### config.mk
export PLATFORM = sky130hd
export DESIGN_NAME = apb_rx
export DESIGN_NICKNAME = d
export VERILOG_FILES = /design/src/rtl/apb_rx.sv
export SDC_FILE = /design/constraint.sdc
export NUM_CORES = 1
export LEC_CHECK = 0
export ABC_AREA = 0
export ABC_CLOCK_PERIOD_IN_PS = 6200
export CAP_MARGIN = 10
export CORE_MARGIN = 2
export CORE_UTILIZATION = 59
export CTS_CLUSTER_DIAMETER = 80
export DETAILED_ROUTE_END_ITERATION = 10
export HOLD_SLACK_MARGIN = 0.05
export PLACE_DENSITY = 0.81
export SYNTH_ARGS = -nofsm -noshare
export SYNTH_HDL_FRONTEND = slang
export SYNTH_SLANG_ARGS = --single-unit
### constraint.sdc
create_clock -name clk -period 6.2 [get_ports clk]
set_input_delay 1.86 -clock clk [delete_from_list [all_inputs] [get_ports clk]]
set_output_delay 1.86 -clock clk [all_outputs]
set_load 0.02 [all_outputs]
### src/rtl/apb_rx.sv
// apb_rx: UART receiver paired with apb_tx.
// Mid-bit sampling with latched mode/baud and stop-bit error flag.
module apb_rx #(
    parameter int SYNC_STAGES = 2
) (
    input  logic        clk,
    input  logic        rstn,
    input  logic        sel,
    input  logic        set,
    input  logic        mode,
    input  logic [19:0] baud,
    input  logic        rx_in,
    output logic [9:0]  dout,
    output logic        rx_valid,
    output logic        frame_err,
    output logic        rx_busy
);

    typedef enum logic [1:0] {
        IDLE,
        START,
        DATA,
        STOP
    } state_t;

    state_t state, state_nx;

    logic [SYNC_STAGES-1:0] sync_q;
    logic                   rx_s;
    logic                   rx_prev;
    logic                   mode_r;
    logic [19:0]            baud_r;
    logic [19:0]            b_eff;
    logic [19:0]            half_m1;
    logic [19:0]            full_m1;
    logic [19:0]            cnt;
    logic [3:0]             bit_idx;
    logic [9:0]             shreg;
    logic                   en;
    logic                   last_bit;
    logic                   take;
    logic                   good;
    logic                   bad;
    logic                   restart;

    assign rx_s     = sync_q[SYNC_STAGES-1];
    assign en       = sel & set;
    assign b_eff    = (baud_r < 20'd4) ? 20'd4 : baud_r;
    assign half_m1  = (b_eff >> 1) - 20'd1;
    assign full_m1  = b_eff - 20'd1;
    assign last_bit = (bit_idx == (mode_r ? 4'd9 : 4'd7));
    assign rx_busy  = (state != IDLE);

    always_comb begin
        state_nx = state;
        take     = 1'b0;
        good     = 1'b0;
        bad      = 1'b0;
        if (!en) begin
            state_nx = IDLE;
        end else begin
            unique case (state)
                IDLE: begin
                    if (rx_prev && !rx_s)
                        state_nx = START;
                end
                START: begin
                    if (cnt == half_m1)
                        state_nx = rx_s ? IDLE : DATA;
                end
                DATA: begin
                    if (cnt == full_m1) begin
                        take = 1'b1;
                        if (last_bit)
                            state_nx = STOP;
                    end
                end
                STOP: begin
                    if (cnt == full_m1) begin
                        state_nx = IDLE;
                        good     = rx_s;
                        bad      = !rx_s;
                    end
                end
                default: state_nx = IDLE;
            endcase
        end
    end

    // Counter restarts on every state change and after each data sample.
    assign restart = (state_nx != state) || take;

    always_ff @(posedge clk or negedge rstn) begin
        if (!rstn)
            state <= IDLE;
        else
            state <= state_nx;
    end

    always_ff @(posedge clk or negedge rstn) begin
        if (!rstn) begin
            sync_q    <= '1;
            rx_prev   <= 1'b1;
            cnt       <= '0;
            bit_idx   <= '0;
            shreg     <= '0;
            mode_r    <= 1'b0;
            baud_r    <= '0;
            dout      <= '0;
            rx_valid  <= 1'b0;
            frame_err <= 1'b0;
        end else begin
            sync_q    <= {sync_q[SYNC_STAGES-2:0], rx_in};
            rx_prev   <= rx_s;
            cnt       <= restart ? 20'd0 : cnt + 20'd1;
            rx_valid  <= good;
            frame_err <= bad;
            if (sel && !set) begin
                mode_r <= mode;
                baud_r <= baud;
            end
            if (state == START)
                bit_idx <= '0;
            else if (take)
                bit_idx <= bit_idx + 4'd1;
            if (take)
                shreg[bit_idx] <= rx_s;
            if (good)
                dout <= mode_r ? shreg : {2'b00, shreg[7:0]};
        end
    end

endmodule

==> flow_metrics.py, run 1 <==
metrics = {
    "cts": {
        "cts.repair.resized": 0,
        "clk_latency_ns": 0.36,
        "post_cts_buffers": 0,
        "cts_sinks": 72,
        "cts_hold_buf": 0,
        "root_buffer": "clkbuf_8",
        "numCtsBuffers": 9,
        "cts_tree": "done",
        "clk_pin_slew_ns": 0.08,
        "cts.path.max_buffers": 2,
        "htree_num_levels": 3,
    },
    "worst_setup_path": {
        "crit_fanout": 15,
        "timing_worst_setup_path_type": "flop to flop",
        "cp.required_ns": 6.44,
        "timing.rr.start": "baud_r[10]",
        "timing.rr.end": "dout[3]",
        "start_kind": "flop",
        "endpoint_kind": "flop",
        "reg2reg_depth": 12,
        "rrSetupSlack_ns": 0.63,
        "cp.arrival_ns": 5.82,
        "timing.critical_path.from": "baud_r[10]",
        "crit_end": "dout[3]",
    },
    "route": {
        "post-route-drc-count": 0,
        "met3_length_um": 561,
        "viasPerCell": 6.31,
        "ant_nets": 0,
        "vias": 3952,
        "firstDrtPassIters": 5,
        "wl_met2_mm": 6.00,
        "drt_iter0_markers": 232,
        "topRoutingLayerUsed": "met4",
        "wire_per_inst_um": 19.1,
        "m1WireLength_mm": 4.91,
        "finalWirelength_mm": 11.9,
    },
    "worst_hold_path": {
        "hold_depth": 0,
        "min_from": "sync_q[0]",
        "hp-class": "flop to flop",
    },
    "synthesis": {
        "syn_area_per_cell_sq_um": 9.56,
        "synth_nets": 539,
        "synth_warnings": 0,
        "synth-edff-count": 0,
        "synth-seq-cells": 72,
        "syn-instance-count": 506,
        "async_flop_share_pct": 100,
        "yosysUniqueCellTypes": 62,
        "syn_area_sq_um": 4840,
        "seq_area_frac_synth_pct": 37.3,
        "yosys_most_used_dff": "dfrtp_1",
    },
    "global_route": {
        "antenna_found_initial": 0,
        "grt_overflow": 0,
        "grt_pass1_wl_mm": 19.8,
        "groute.usage.overall_pct": 29.3,
        "grt_pass1_vias": 3932,
        "grt_max_degree": 73,
    },
    "final_layout": {
        "stdcell_area_sq_um": 5390,
        "final_common_cell": "dfrtp_1",
        "final_cell_mix": "dfrtp_1, xnor2_1, clkdlybuf4s50_1, mux2_2",
        "layout.nets": 549,
        "antenna_cells": 0,
        "drive_gt1_share_pct": 14.4,
        "syn2layout_area_growth_pct": 11.5,
        "fillers": 696,
    },
    "run_status": {
        "status": "finished clean",
    },
    "sta": {
        "fin_crit_ns": 5.57,
        "setup_viol": 0,
        "rsz0062_at_grt": "false",
        "clock_skew_ns": 0.0116,
        "slew_violations": 0,
        "fin_crit_sh_pct": 89.9,
        "slew_headroom_pct": 22.5,
        "fmax_mhz": 179,
        "fin_tns_setup_ns": 0,
        "final-hold-violation-count": 0,
        "tightest_slew_ns": 1.16,
    },
    "die": {
        "coreArea_sq_um": 8090,
        "dieHeight_um": 94.6,
        "die_area_sq_um": 8940,
        "start_util_pct": 59.8,
        "die_w_um": 94.6,
        "ios": 39,
        "row_count": 33,
    },
    "placement": {
        "dpl_cell_area_sq_um": 5190,
        "port_buffers": 38,
        "dp_hpwl_mm": 8.96,
        "gp_congestion": 0.960,
    },
    "power": {
        "power.density_nw_per_um2": 240,
        "power.leakage_nw": 2.10,
        "peakVddDrop_uv": 148,
    },
    "flow_run": {
        "drv_cap": 0,
    },
}
power breakdown:
part           total (mW)  internal (mW)  switching (mW)  leakage (nW)
registers           0.599          0.506          0.0927         0.922
clock network       0.387          0.190           0.197        0.0929
logic               0.311          0.146           0.165          1.08
total                1.30          0.842           0.454          2.10
final cells by class:
class                           instances  area (sq um)  share of cell area, %
Clock buffer                            9           124                   2.30
Clock inverter                          7          78.8                   1.46
Inverter                               12          45.0                  0.835
Multi-Input combinational cell        380          2810                   52.1
Sequential cell                        72          1810                   33.5
Tap cell                              105           131                   2.44
Timing Repair Buffer                   41           398                   7.38
routing by layer:
metal  track usage (%)  vias up
met5                 0        -
met4              13.3        0
met3              5.91       31
met2              49.8      130
met1              35.9     1941
li1                  -     1850
worst min path at each step:
stage	end	slack [ns]
2_1_floorplan	sync_q[1]	0.35
3_3_place_gp	sync_q[1]	0.35
3_5_place_dp	sync_q[1]	0.35
4_1_cts	sync_q[1]	0.37
5_1_grt	sync_q[1]	0.37
6_report	sync_q[1]	0.36
cells in the mapped netlist (3+ instances only):
| cell type | instances | area [sq um] |
|---|---|---|
| nor2b_1 | 3 | 18.8 |
| o21ai_0 | 6 | 30.0 |
| nor2_1 | 28 | 105 |
| o221ai_1 | 3 | 26.3 |
| and3_1 | 8 | 50.1 |
| nand2b_1 | 10 | 62.6 |
| nand3_1 | 21 | 105 |
| mux2_2 | 36 | 405 |
| inv_1 | 12 | 45.0 |
| nor3_1 | 15 | 75.1 |
| nand3b_1 | 3 | 22.5 |
| or3_1 | 6 | 37.5 |
| or4_1 | 12 | 90.1 |
| and4_1 | 4 | 35.0 |
| and2_1 | 7 | 43.8 |
| o2111ai_1 | 3 | 26.3 |
| mux2i_1 | 3 | 30.0 |
| nor4_1 | 10 | 62.6 |
| ha_1 | 7 | 87.6 |
| xnor2_1 | 40 | 350 |
| a21oi_1 | 26 | 130 |
| a211oi_1 | 3 | 22.5 |
| buf_2 | 6 | 30.0 |
| dfstp_2 | 3 | 78.8 |
| dfrtp_1 | 69 | 1730 |
| nor3b_1 | 4 | 30.0 |
| a41oi_1 | 4 | 35.0 |
| clkbuf_1 | 34 | 128 |
| xor2_1 | 30 | 263 |
| a211o_1 | 3 | 26.3 |
| a31oi_1 | 5 | 31.3 |
| nand2_1 | 30 | 113 |
| o31ai_1 | 3 | 22.5 |
| nand4_1 | 8 | 50.1 |
critical path, cell delays in order, from the launching register on:
cell,delay [ns]
dfrtp_1,0.52
nor4_4,0.57
nand4_2,0.37
o31ai_2,0.56
ha_1,0.39
xnor2_1,0.14
nand2_1,0.09
o2111ai_1,0.09
or4_1,0.52
or4_4,0.43
or4_1,0.81
nor3_4,0.56
mux2_2,0.40
sequential cells by signal (all words and copies together), names as in the netlist:
signal	cells
mode_r	1
baud_r	20
dout	10
bit_idx	4
cnt	20
shreg	10
sync_q	2
frame_err	1
rx_valid	1
state	2
rx_prev	1
per-stage QoR:
step           utilization [%]  setup slack [ns]  hold WS (ns)  std cells  power (mW)
3_3_place_gp              64.1             0.826         0.346        610       0.907
4_1_cts                   66.6             0.654         0.367        626        1.30
6_report                  66.6             0.626         0.365        626        1.30
3_5_place_dp              64.1             0.685         0.348        610       0.914
2_1_floorplan                -              1.40         0.345        506       0.817
5_1_grt                   66.6             0.179         0.367        626        1.37
kinds of logic after synthesis:
family                   synth area share, %
multiplexers                            10.2
XOR/XNOR                                12.7
buffers and inverters                   4.65
AO/OA/AOI/OAI                           10.2
AND/OR/NAND/NOR                         22.9
adder cells (fa/ha/maj)                 2.02
flip-flops                              37.3
No activity file was read; power rests on OpenSTA's default activity.
==> run 2: changes to the inputs <==
--- a/config.mk
+++ b/config.mk
@@ -7,7 +7,7 @@
 export LEC_CHECK = 0
 export ABC_AREA = 0
 export ABC_CLOCK_PERIOD_IN_PS = 6200
-export CAP_MARGIN = 10
+export CAP_MARGIN = 20
 export CORE_MARGIN = 2
 export CORE_UTILIZATION = 59
 export CTS_CLUSTER_DIAMETER = 80
==> run 2 against run 1 <==
Against the previous run:
- sequential share of layout area shrank 0.17 points
- critical endpoint is now dout[7]
- clock power is essentially flat
- combinational power grew 2%
- largest cell class unchanged
- largest power group unchanged
==> flow_metrics.py, run 2 (synthesis gave the netlist of run 1 again) <==
metrics = {
    "die": {
        "dieHeight_um": 94.6,
        "die_area_sq_um": 8940,
        "start_util_pct": 59.8,
        "coreArea_sq_um": 8090,
        "ios": 39,
        "die_w_um": 94.6,
        "row_count": 33,
    },
    "cts": {
        "clk_pin_slew_ns": 0.08,
        "cts_sinks": 72,
        "cts_tree": "done",
        "cts.path.max_buffers": 2,
        "post_cts_buffers": 0,
        "numCtsBuffers": 9,
        "cts_hold_buf": 0,
        "clk_latency_ns": 0.36,
        "htree_num_levels": 3,
        "cts.repair.resized": 0,
        "root_buffer": "clkbuf_8",
    },
    "run_status": {
        "status": "finished clean",
    },
    "worst_setup_path": {
        "rrSetupSlack_ns": 0.59,
        "endpoint_kind": "flop",
        "crit_fanout": 15,
        "timing.rr.start": "baud_r[10]",
        "timing.rr.end": "dout[7]",
        "cp.arrival_ns": 5.85,
        "cp.required_ns": 6.44,
        "start_kind": "flop",
        "timing_worst_setup_path_type": "flop to flop",
        "reg2reg_depth": 12,
    },
    "power": {
        "power.density_nw_per_um2": 240,
        "power.leakage_nw": 2.11,
        "peakVddDrop_uv": 129,
    },
    "route": {
        "vias": 3921,
        "post-route-drc-count": 0,
        "viasPerCell": 6.25,
        "ant_nets": 0,
        "wire_per_inst_um": 19.0,
        "finalWirelength_mm": 11.9,
        "drt_iter0_markers": 247,
        "firstDrtPassIters": 5,
    },
    "sta": {
        "slew_violations": 0,
        "rsz0062_at_grt": "false",
        "clock_skew_ns": 0.00762,
        "slew_headroom_pct": 35.9,
        "final-hold-violation-count": 0,
        "fin_tns_setup_ns": 0,
        "fin_crit_ns": 5.61,
        "setup_viol": 0,
        "fin_crit_sh_pct": 90.5,
        "fmax_mhz": 178,
        "tightest_slew_ns": 0.949,
    },
    "final_layout": {
        "final_util_pct": 67.0,
        "stdcell_area_sq_um": 5420,
        "antenna_cells": 0,
        "fin_cells": 627,
        "drive_gt1_share_pct": 14.6,
        "final_common_cell": "dfrtp_1",
        "final_cell_mix": "dfrtp_1, xnor2_1, clkdlybuf4s50_1, mux2_2",
        "fillers": 657,
        "syn2layout_area_growth_pct": 12.0,
        "top_regs": "baud_r (20), cnt (20)",
        "layout.nets": 550,
    },
    "worst_hold_path": {
        "hp-class": "flop to flop",
        "hold_depth": 0,
        "hold_end": "sync_q[1]",
        "min_from": "sync_q[0]",
    },
    "global_route": {
        "grt_pass1_vias": 3888,
        "grt_overflow": 0,
        "grt_max_degree": 73,
        "grt_pass1_wl_mm": 19.7,
        "antenna_found_initial": 0,
        "groute.usage.overall_pct": 28.9,
    },
    "placement": {
        "dp_hpwl_mm": 8.97,
        "gp_congestion": 0.960,
        "dpl_cell_area_sq_um": 5220,
        "dp.cells": 611,
        "port_buffers": 38,
    },
    "flow_run": {
        "drv_cap": 0,
    },
}
## run 2: cell count changes in the layout (fill, tap and decap cells not counted), sizes merged
cell,delta
buf,+1
## run 2: critical path, cell delays in order, from the launching register on
cell       delay (ns)
dfrtp_1          0.53
nor4_4           0.55
nand4_2          0.38
o31ai_2          0.58
ha_1             0.40
xnor2_1          0.15
nand2_1          0.09
o2111ai_1        0.09
or4_1            0.51
or4_4            0.43
or4_1            0.82
nor3_4           0.56
mux2_2           0.40
## run 2: cell type report
cell class / instances / area [sq um] / area share [%]
clock buffers: 9 / 124 / 2.29
clock inverters: 7 / 78.8 / 1.45
inverters: 12 / 45.0 / 0.831
multi-input cells: 380 / 2810 / 51.8
flip-flops and latches: 72 / 1810 / 33.3
well taps: 105 / 131 / 2.42
repair buffers: 42 / 425 / 7.85
## run 2: through the flow
step                      setup slack, ns  hold WS (ns)  power (mW)
after floorplan                      1.40         0.345       0.817
after global placement              0.826         0.346       0.907
after detailed placement            0.657         0.348       0.916
after CTS                           0.635         0.362        1.30
after global routing                0.187         0.363        1.38
final                               0.591         0.359        1.30
## run 2: where the power goes
part | switching, mW | internal, mW
Combinational | 0.168 | 0.148
Sequential | 0.0931 | 0.506
Clock | 0.198 | 0.190
## run 2: worst max-delay path by stage
| stage | startpoint | to | cells past startpoint | slack [ns] |
|---|---|---|---|---|
| 3_3_place_gp | baud_r[10] | dout[5] | 12 | 0.83 |
| 3_5_place_dp | baud_r[10] | dout[3] | 12 | 0.66 |
| 4_1_cts | baud_r[10] | dout[7] | 12 | 0.64 |
| 5_1_grt | baud_r[10] | dout[2] | 12 | 0.19 |
| 6_report | baud_r[10] | dout[7] | 12 | 0.59 |
| 2_1_floorplan | baud_r[12] | shreg[8] | 16 | 1.40 |
## run 2: layer usage
layer | vias up | track usage (%) | part of all wire (%)
li1 | 1848 | - | -
met1 | 1904 | 35.8 | 42
met2 | 134 | 48.3 | 49
met3 | 35 | 6.07 | 5.1
met4 | 0 | 13.5 | 4.2
met5 | - | 0 | 0
==> run 3: changes to the inputs <==
--- a/config.mk
+++ b/config.mk
@@ -6,14 +6,15 @@
 export NUM_CORES = 1
 export LEC_CHECK = 0
 export ABC_AREA = 0
-export ABC_CLOCK_PERIOD_IN_PS = 6200
+export ABC_CLOCK_PERIOD_IN_PS = 4600
 export CAP_MARGIN = 20
 export CORE_MARGIN = 2
-export CORE_UTILIZATION = 59
+export CORE_UTILIZATION = 53
 export CTS_CLUSTER_DIAMETER = 80
 export DETAILED_ROUTE_END_ITERATION = 10
 export HOLD_SLACK_MARGIN = 0.05
-export PLACE_DENSITY = 0.81
+export PLACE_DENSITY = 0.77
+export RECOVER_POWER = 25
 export SYNTH_ARGS = -nofsm -noshare
 export SYNTH_HDL_FRONTEND = slang
 export SYNTH_SLANG_ARGS = --single-unit
==> constraint.sdc (replaced) <==
create_clock -name clk -period 4.6 [get_ports clk]
set_input_delay 1.38 -clock clk [delete_from_list [all_inputs] [get_ports clk]]
set_output_delay 1.38 -clock clk [all_outputs]
set_load 0.02 [all_outputs]
==> run 3 against run 2 <==
Against the previous run:
- sequential power increased by 31%
- the flow now finishes with violations (capacitance limit, slew limit)
- count of clock-buffer cells in the layout increased by 1
- critical endpoint is now shreg[9]
- clock skew increased by 0.0030 ns
- critical path depth unchanged
- design area increased by 5.7%
- core utilization decreased by 1.9 points
- non-clock buffer count increased by 31
- sequential share of layout area decreased by 1.8 points
- clock power increased by 34%
==> flow_metrics.py, run 3 (synthesis gave the netlist of run 1 again) <==
metrics = {
    "run_status": {
        "status": "complete, but fails checks",
        "violations": "capacitance limit, slew limit",
    },
    "sta": {
        "tightest_slew_ns": 1.95,
        "slew_violations": 38,
        "fin_crit_sh_pct": 96.4,
        "fmax_mhz": 226,
        "clock_skew_ns": 0.0106,
        "holdWs_ns": 0.366,
        "final-hold-violation-count": 0,
        "setup_viol": 0,
        "slew_headroom_pct": -29.8,
        "fin_crit_ns": 4.43,
        "rsz0062_at_grt": "false",
    },
    "placement": {
        "port_buffers": 38,
        "dpl_cell_area_sq_um": 5490,
        "dp_hpwl_mm": 9.61,
        "gp_congestion": 1.02,
    },
    "final_layout": {
        "drive_gt1_share_pct": 20.1,
        "layout.nets": 581,
        "syn2layout_area_growth_pct": 18.4,
        "final_util_pct": 65.0,
        "final_cell_mix": "dfrtp_1, xnor2_1, mux2_2, clkdlybuf4s50_1, buf_4",
        "final_common_cell": "dfrtp_1",
        "stdcell_area_sq_um": 5730,
        "top_regs": "baud_r (20), cnt (20)",
        "fillers": 721,
        "antenna_cells": 0,
    },
    "worst_setup_path": {
        "crit_fanout": 8,
        "cp_slowest_cell": "or4_4",
        "cp.required_ns": 4.83,
        "start_kind": "flop",
        "critPathMaxStageDelay_ns": 0.56,
        "timing_worst_setup_path_type": "flop to flop",
        "rrSetupSlack_ns": 0.17,
        "endpoint_kind": "flop",
        "cp.arrival_ns": 4.66,
        "timing.rr.start": "baud_r[9]",
        "timing.critical_path.from": "baud_r[9]",
        "cp_cell_sequence": "nor4_2 -> nand4_2 -> buf_4 -> o31ai_4 -> ha_4 -> xor2_1 -> o221ai_1 -> or4_1 -> or4_4 -> or4_4 -> or4_1 -> mux2_2",
    },
    "route": {
        "ant_nets": 0,
        "firstDrtPassIters": 5,
        "drt_iter0_markers": 276,
        "vias": 4075,
        "post-route-drc-count": 0,
        "finalWirelength_mm": 12.4,
        "wire_per_inst_um": 18.7,
        "viasPerCell": 6.16,
    },
    "die": {
        "start_util_pct": 54.9,
        "coreArea_sq_um": 8810,
        "row_count": 34,
        "die_w_um": 99.5,
        "ios": 39,
        "dieHeight_um": 99.5,
        "die_area_sq_um": 9910,
    },
    "cts": {
        "cts_tree": "done",
        "numCtsBuffers": 9,
        "clk_latency_ns": 0.35,
        "root_buffer": "clkbuf_8",
        "clk_pin_slew_ns": 0.08,
        "cts_sinks": 72,
        "htree_num_levels": 3,
        "cts.path.max_buffers": 2,
    },
    "power": {
        "power.leakage_nw": 2.27,
        "power.density_nw_per_um2": 317,
        "peakVddDrop_uv": 178,
        "power_mw": 1.81,
    },
    "global_route": {
        "grt_max_degree": 38,
        "antenna_found_initial": 0,
        "groute.usage.overall_pct": 26.8,
        "grt_overflow": 0,
        "grt_pass1_wl_mm": 20.9,
        "grt_pass1_vias": 4126,
    },
    "flow_run": {
        "drv_cap": 1,
    },
    "worst_hold_path": {
        "min_from": "sync_q[0]",
        "hp-class": "flop to flop",
    },
}
[run 3: cell count changes in the layout (fill, tap and decap cells not counted), sizes merged]
cell	delta
clkinvlp	-1
clkinv	+2
dlygate4sd3	+1
clkbuf	+2
clkdlybuf4s50	-1
inv	-2
buf	+30
[run 3: repair_timing]
action | in CTS | in global routing
hold buffers | 0 | 0
pin swaps | 1 | 0
setup endpoints to repair | 6 | 38
buffers inserted | 1 | 0
gates resized for setup | 0 | 4
[run 3: path summary, 6_finish.rpt]
kind                                   to  cells past startpoint
worst max-delay path             shreg[9]                     12
worst min-delay path            sync_q[1]                      0
worst max register to register   shreg[9]                     12
worst min register to register  sync_q[1]                      0
max in group asynchronous         rx_prev                      2
min in group asynchronous        shreg[1]                      1
[run 3: area by class of cell]
class	count	area, sq um	area share (%)
timing repair buffer	73	662	11.6
clock inverter	6	67.6	1.18
inverter	12	45.0	0.787
tap	108	135	2.36
sequential	72	1810	31.5
multi-input combinational	380	2870	50.2
clock buffer	10	138	2.40
[run 3: stage by stage]
stage / setup slack [ns] / setup TNS (ns) / std cells
detailed placement: -0.0139 / -0.0259 / 644
global placement: 0.0539 / 0 / 644
global route: 0.00347 / 0 / 661
finish: 0.168 / 0 / 661
CTS: 0.0523 / 0 / 661
floorplan: -0.0273 / -0.0273 / 506
[run 3: worst max-delay path: cells and delay by family, from the launching register on]
| family | cells | cell delay [ns] |
|---|---|---|
| DFF | 1 | 0.40 |
| muxes | 1 | 0.29 |
| buffers and inverters | 1 | 0.19 |
| xor gates and xnor gates | 1 | 0.12 |
| adders and majority gates | 1 | 0.26 |
| AOI/OAI and AO/OA | 2 | 0.41 |
| and+or+nand+nor | 6 | 2.63 |
[run 3: power by group]
part	leakage [nW]	switching [mW]	total [mW]	internal, mW
Combinational	1.25	0.267	0.511	0.244
Clock	0.0989	0.254	0.521	0.267
Sequential	0.921	0.101	0.783	0.682
Total	2.27	0.622	1.81	1.19
[run 3: routing by layer]
| layer | vias to the layer above | part of all wire (%) | global-route usage [%] |
|---|---|---|---|
| li1 | 1909 | - | - |
| met1 | 2016 | 42 | 33.2 |
| met2 | 124 | 51 | 46.4 |
| met3 | 26 | 4.2 | 5.27 |
| met4 | 0 | 2.6 | 9.80 |
| met5 | - | 0 | 0 |
